$ cat src/rtl/snitch_ssr_data_mover.sv
// SSR data mover: turns the address generator's stream into TCDM loads/stores and
// buffers data between TCDM and the lane in a credit-managed FIFO with read repetition.
module snitch_ssr_data_mover #(
    parameter int unsigned DataWidth = 64,
    parameter int unsigned AddrWidth = 32,
    parameter int unsigned RptWidth  = 4,
    parameter int unsigned Depth     = 4
) (
    input  logic                   clk_i,
    input  logic                   rst_ni,
    input  logic [RptWidth-1:0]    cfg_rep_i,
    input  logic [AddrWidth-1:0]   mem_addr_i,
    input  logic                   mem_write_i,
    input  logic                   mem_valid_i,
    output logic                   mem_ready_o,
    output logic [AddrWidth-1:0]   tcdm_req_addr_o,
    output logic                   tcdm_req_write_o,
    output logic [DataWidth-1:0]   tcdm_req_data_o,
    output logic [DataWidth/8-1:0] tcdm_req_strb_o,
    output logic                   tcdm_req_valid_o,
    input  logic                   tcdm_req_ready_i,
    input  logic [DataWidth-1:0]   tcdm_rsp_data_i,
    input  logic                   tcdm_rsp_valid_i,
    output logic [DataWidth-1:0]   lane_rdata_o,
    output logic                   lane_rvalid_o,
    input  logic                   lane_rready_i,
    input  logic [DataWidth-1:0]   lane_wdata_i,
    input  logic                   lane_wvalid_i,
    output logic                   lane_wready_o
);

    localparam int unsigned StrbWidth = DataWidth / 8;
    localparam int unsigned CntW      = $clog2(Depth + 1);
    localparam int unsigned PtrW      = $clog2(Depth);
    localparam logic [CntW-1:0] DepthCnt = CntW'(Depth);
    localparam logic [PtrW-1:0] LastPtr  = PtrW'(Depth - 1);

    localparam logic MODE_READ  = 1'b0;
    localparam logic MODE_WRITE = 1'b1;

    // Handshakes: a transfer happens on a cycle where valid and ready are both high.
    // valid never depends on ready, and once raised it holds (with its payload) until
    // the transfer, as long as the upstream side keeps its own valid and payload.

    logic                 mode_q;
    logic [CntW-1:0]      fifo_cnt;
    logic [CntW-1:0]      out_cnt;
    logic [RptWidth-1:0]  rep_q;
    logic [PtrW-1:0]      wr_ptr_q;
    logic [PtrW-1:0]      rd_ptr_q;
    logic [DataWidth-1:0] mem_q [Depth];
    logic                 rst_drain_q;

    logic                 mode_match;
    logic                 mode_switch;
    logic                 credit_ok;
    logic                 grant;
    logic                 rsp_accept;
    logic                 lane_rhs;
    logic                 lane_whs;
    logic                 push;
    logic                 pop;
    logic [DataWidth-1:0] push_data;
    logic [CntW:0]        in_flight;

    assign mode_match  = (mem_write_i == mode_q);
    assign mode_switch = mem_valid_i & ~mode_match & (fifo_cnt == '0) & (out_cnt == '0);

    assign in_flight = {1'b0, fifo_cnt} + {1'b0, out_cnt};
    assign credit_ok = in_flight < {1'b0, DepthCnt};

    always_comb begin
        tcdm_req_valid_o = 1'b0;
        if (mem_valid_i && mode_match) begin
            if (mode_q == MODE_WRITE) tcdm_req_valid_o = (fifo_cnt != '0);
            else                      tcdm_req_valid_o = credit_ok;
        end
    end

    assign grant            = tcdm_req_valid_o & tcdm_req_ready_i;
    assign mem_ready_o      = grant;
    assign tcdm_req_addr_o  = mem_addr_i;
    assign tcdm_req_write_o = mode_q;
    assign tcdm_req_data_o  = mem_q[rd_ptr_q];
    assign tcdm_req_strb_o  = {StrbWidth{mode_q}};

    assign lane_rvalid_o = (mode_q == MODE_READ) & (fifo_cnt != '0);
    assign lane_rdata_o  = mem_q[rd_ptr_q];
    assign lane_wready_o = (mode_q == MODE_WRITE) & (fifo_cnt < DepthCnt);

    // Responses with nothing outstanding are stale (e.g. issued before a reset) and dropped.
    assign rsp_accept = tcdm_rsp_valid_i & (mode_q == MODE_READ) & (out_cnt != '0);
    assign lane_rhs   = lane_rvalid_o & lane_rready_i;
    assign lane_whs   = lane_wvalid_i & lane_wready_o;

    always_comb begin
        push      = 1'b0;
        pop       = 1'b0;
        push_data = tcdm_rsp_data_i;
        if (mode_q == MODE_WRITE) begin
            push      = lane_whs;
            pop       = grant;
            push_data = lane_wdata_i;
        end else begin
            push = rsp_accept;
            pop  = lane_rhs & (rep_q == cfg_rep_i);
        end
    end

    always_ff @(posedge clk_i or negedge rst_ni) begin
        if (!rst_ni) begin
            mode_q <= MODE_READ;
        end else if (mode_switch) begin
            mode_q <= mem_write_i;
        end
    end

    always_ff @(posedge clk_i or negedge rst_ni) begin
        if (!rst_ni) begin
            fifo_cnt <= '0;
        end else if (push && !pop) begin
            fifo_cnt <= fifo_cnt + CntW'(1);
        end else if (pop && !push) begin
            fifo_cnt <= fifo_cnt - CntW'(1);
        end
    end

    always_ff @(posedge clk_i or negedge rst_ni) begin
        if (!rst_ni) begin
            out_cnt <= '0;
        end else begin
            case ({grant & (mode_q == MODE_READ), rsp_accept})
                2'b10:   out_cnt <= out_cnt + CntW'(1);
                2'b01:   out_cnt <= out_cnt - CntW'(1);
                default: out_cnt <= out_cnt;
            endcase
        end
    end

    always_ff @(posedge clk_i or negedge rst_ni) begin
        if (!rst_ni) begin
            rep_q <= '0;
        end else if (lane_rhs) begin
            rep_q <= (rep_q == cfg_rep_i) ? '0 : rep_q + RptWidth'(1);
        end
    end

    always_ff @(posedge clk_i or negedge rst_ni) begin
        if (!rst_ni) begin
            wr_ptr_q <= '0;
            rd_ptr_q <= '0;
        end else begin
            if (push) wr_ptr_q <= (wr_ptr_q == LastPtr) ? '0 : wr_ptr_q + PtrW'(1);
            if (pop)  rd_ptr_q <= (rd_ptr_q == LastPtr) ? '0 : rd_ptr_q + PtrW'(1);
        end
    end

    always_ff @(posedge clk_i) begin
        if (push) mem_q[wr_ptr_q] <= push_data;
    end

    // Set from reset until the first load issues: late responses are legal in that window.
    always_ff @(posedge clk_i or negedge rst_ni) begin
        if (!rst_ni) begin
            rst_drain_q <= 1'b1;
        end else if (grant && (mode_q == MODE_READ)) begin
            rst_drain_q <= 1'b0;
        end
    end

    always @(posedge clk_i) begin
        if (rst_ni) begin
            assert (!(push && !pop && fifo_cnt == DepthCnt))
                else $error("data mover: FIFO overflow");
            assert (!(pop && fifo_cnt == '0))
                else $error("data mover: FIFO underflow");
            assert (!(grant && mode_q == MODE_READ && !rsp_accept && out_cnt == DepthCnt))
                else $error("data mover: outstanding counter overflow");
            assert (!(tcdm_rsp_valid_i && out_cnt == '0 && !rst_drain_q))
                else $error("data mover: response without outstanding load");
            assert (!(lane_rhs && rep_q > cfg_rep_i))
                else $error("data mover: repetition counter overrun");
        end
    end

endmodule

$ cat config.mk
export PLATFORM = sky130hd
export DESIGN_NAME = snitch_ssr_data_mover
export DESIGN_NICKNAME = d
export VERILOG_FILES = /design/src/rtl/snitch_ssr_data_mover.sv
export SDC_FILE = /design/constraint.sdc
export NUM_CORES = 1
export LEC_CHECK = 0
export CAP_MARGIN = 20
export CORE_ASPECT_RATIO = 1.1
export CORE_MARGIN = 2
export CORE_UTILIZATION = 40
export DETAILED_ROUTE_END_ITERATION = 12
export PLACE_DENSITY = 0.68
export SKIP_CTS_REPAIR_TIMING = 1
export SLEW_MARGIN = 15
export SYNTH_ARGS = -nofsm -noshare
export SYNTH_HDL_FRONTEND = slang
export SYNTH_SLANG_ARGS = --single-unit
$ cat constraint.sdc
create_clock -name clk_i -period 3.8 [get_ports clk_i]
set_clock_uncertainty 0.15 [all_clocks]
set_input_delay 0.76 -clock clk_i [delete_from_list [all_inputs] [get_ports clk_i]]
set_output_delay 0.76 -clock clk_i [all_outputs]
set_load 0.01 [all_outputs]
==> summary.txt <==
Drt
  – DRT iter0 DRCs: around 250
  – Vias post-DR: 5896
  – Wire per inst: 18.57 um
  – Number of remaining DRC errors: 27
  – Post-DRT Antenna Nets: 0
  – Total length of routed wires: 21990 um
  – Vias per cell: 4.980
  – Detailed Routing Iterations Pass 1: 8

Synthesis
  – Net Count, Synth: 789
  – Post-synthesis cell count: 605
  – EDFF count, synth: roughly 260
  – Seq/Total Area, Yosys: 0.6858
  – Post-synth cell types: 35
  – Synth Register Bits: 271
  – Mapped Area: 0.01176 mm2
  – Warnings from Yosys: 0
  – Syn Area/Cell: 19.43 um2
  – Asr flop ratio synth: 0.05535
  – Main flop type after synthesis: edfxtp_1

Layout
  – Nets@finish: 981
  – Post-layout instance area: about 0.015 mm2
  – Final Util: 0.5266
  – Share of post-route cells with drive strength above 1: 0.2304
  – Post-Layout Cell Count: roughly 1200
  – Commonest non-fill, non-tap cell in the layout: clkdlybuf4s50_1
  – ANT cells: 0
  – Fill cells: 2321
  – Most frequent cells in the layout: clkdlybuf4s50_1, edfxtp_1, mux2_2
  – Area delta synth->final: 28.97%

Worst setup path
  – Worst Setup End Kind: primary output
  – CP Max Fanout: 25
  – Arrival @ worst endpoint: roughly 2.6 ns
  – CP startpoint kind: register
  – Critical Path RT: a little under 3 ns
  – Crit Path Class: reg -> out

STA
  – Slew @ Worst Pin: 0.7149 ns
  – Rel. slew slack: 0.5219
  – Setup TNS: 0 ns
  – Final-report max-slew violation count: 0
  – Final setup viols: 0
  – Post-layout min period: 3.542 ns
  – RSZ-0062 raised after global routing: no
  – Number of hold violations in the final report: 0
  – Fmax: roughly 280 MHz
  – Final cycle utilization of the critical path: 0.9321

Global route
  – M2 GR Usage: 0.2415
  – Top Usage Layer GRT: met2
  – Largest net degree at the start of global routing: 65
  – Initial antenna violation count: 0
  – Grt met1 use: 0.1892
  – Met3 usage in global routing: 0.02626
  – Gr usage total: 0.1420
  – Vias in the first global route: 6240
  – GR Overflow Total: 0
  – First-pass GRT wire length: 34380 um

Clocking
  – Total CTS buffers: 27
  – Clk slew on worst S/H paths: 0.06 ns
  – Htree depth: 1
  – Clock Sinks: about 270
  – Root buf cell: clkbuf_16
  – Clk Latency, worst-skew pair: between 0.5 and 0.6 ns
  – TritonCTS clock tree: done
  – CTS max path bufs: 3

Power and ir drop
  – Total power draw: 12.44 mW
  – Leakage: 5.021 nW
  – Pwr/cell area: 820.4 mW/mm2
  – Maximum VDD drop: 566.6 uV

Floorplanning
  – Initial core utilization: 0.4083
  – FP Rows: 65
  – Die X: ~170 um
  – Top Ports: 345
  – Die area: around 0.03 mm2
  – Core area: ~0.029 mm2
  – Die H: 183.8 um

Run
  – Max cap viols: 0

Placement
  – DP Area: ~0.014 mm2
  – Post-placement cell count: 1136
  – Routability cong.: 0.6916
  – IO Port Bufs: 280
  – Detailed Place HPWL: 13830 um

Worst hold path
  – Hold crit path type: reg -> reg

Run status
  – Status: finished with violations
  – Failing checks: design-rule violations
## path summary, 6_finish.rpt
check / start / end / slack [ns] / depth (start not counted)
worst min register to register: out_cnt[2]$_DFFE_PN0P_ / out_cnt[2]$_DFFE_PN0P_ / 0.36 / 1
min in group asynchronous: rst_ni / tcdm_req_write_o$_DFFE_PN0P_ / 0.52 / 1
worst min-delay path: out_cnt[2]$_DFFE_PN0P_ / out_cnt[2]$_DFFE_PN0P_ / 0.36 / 1
worst max-delay path: rd_ptr_q[0]$_DFFE_PN0P_ / lane_rdata_o[1] / 0.26 / 3
worst max register to register: tcdm_req_write_o$_DFFE_PN0P_ / out_cnt[2]$_DFFE_PN0P_ / 1.12 / 9
max in group asynchronous: rst_ni / rd_ptr_q[0]$_DFFE_PN0P_ / 2.45 / 1
## cells by family after synthesis
logic type | Yosys count | synth area share
flip-flops | 271 | 0.6858
multiplexers | 136 | 0.1921
buffers and inverters | 132 | 0.07812
AND/OR/NAND/NOR | 36 | 0.01746
adder cells (fa/ha/maj) | 12 | 0.01405
XOR/XNOR | 10 | 0.007450
AO/OA/AOI/OAI | 8 | 0.005002
## critical path, stage by stage (launching register included)
cell	delay (ns)
dfrtp_4	0.69
buf_12	0.29
mux4_2	0.60
clkdlybuf4s50_1	0.51
## power breakdown
part,total (mW),switching [mW],internal (mW)
Clock,2.59,1.02,1.58
Combinational,5.20,2.26,2.95
Sequential,4.65,0.384,4.26
Total,12.4,3.66,8.78
## layer usage
metal	vias up	wire, um
met5	-	0
met4	0	446
met3	38	1489
met2	229	10670
met1	2974	9384
li1	2655	-
## layout make-up
cell class              count  area, um2  share of cell area
flip-flops and latches    271       8074              0.5325
clock inverters            10      145.1            0.009573
clock buffers              38      716.9             0.04729
multi-input cells         202       2785              0.1837
repair buffers            289       2958              0.1951
well taps                 368      460.4             0.03037
inverters                   6      22.52            0.001485
## Yosys cell counts (5+ instances only)
cell	count	area (um2)
and2_1	5	31.28
buf_2	14	70.07
buf_4	108	810.8
dfrtp_1	15	375.4
edfxtp_1	256	7687
ha_1	10	125.1
inv_1	6	22.52
mux2_2	69	777.0
mux4_2	64	1441
nand2_1	7	26.28
nor2_1	7	26.28
xor2_1	8	70.07
## state kept, by name (all words and copies together) (netlist names)
name / count
fifo_cnt: 3
mem_q: 256
out_cnt: 3
rd_ptr_q: 2
rep_q: 4
tcdm_req_write_o: 1
wr_ptr_q: 2
## stage by stage
stage / hold WS, ns / setup WS (ns)
2_1_floorplan: 0.3144 / 0.4611
3_3_place_gp: 0.3602 / 0.4611
3_5_place_dp: 0.3584 / 0.4656
4_1_cts: 0.3664 / 0.1610
5_1_grt: 0.3782 / 0.08473
6_report: 0.3604 / 0.2579
No activity file was read; power rests on OpenSTA's default activity.
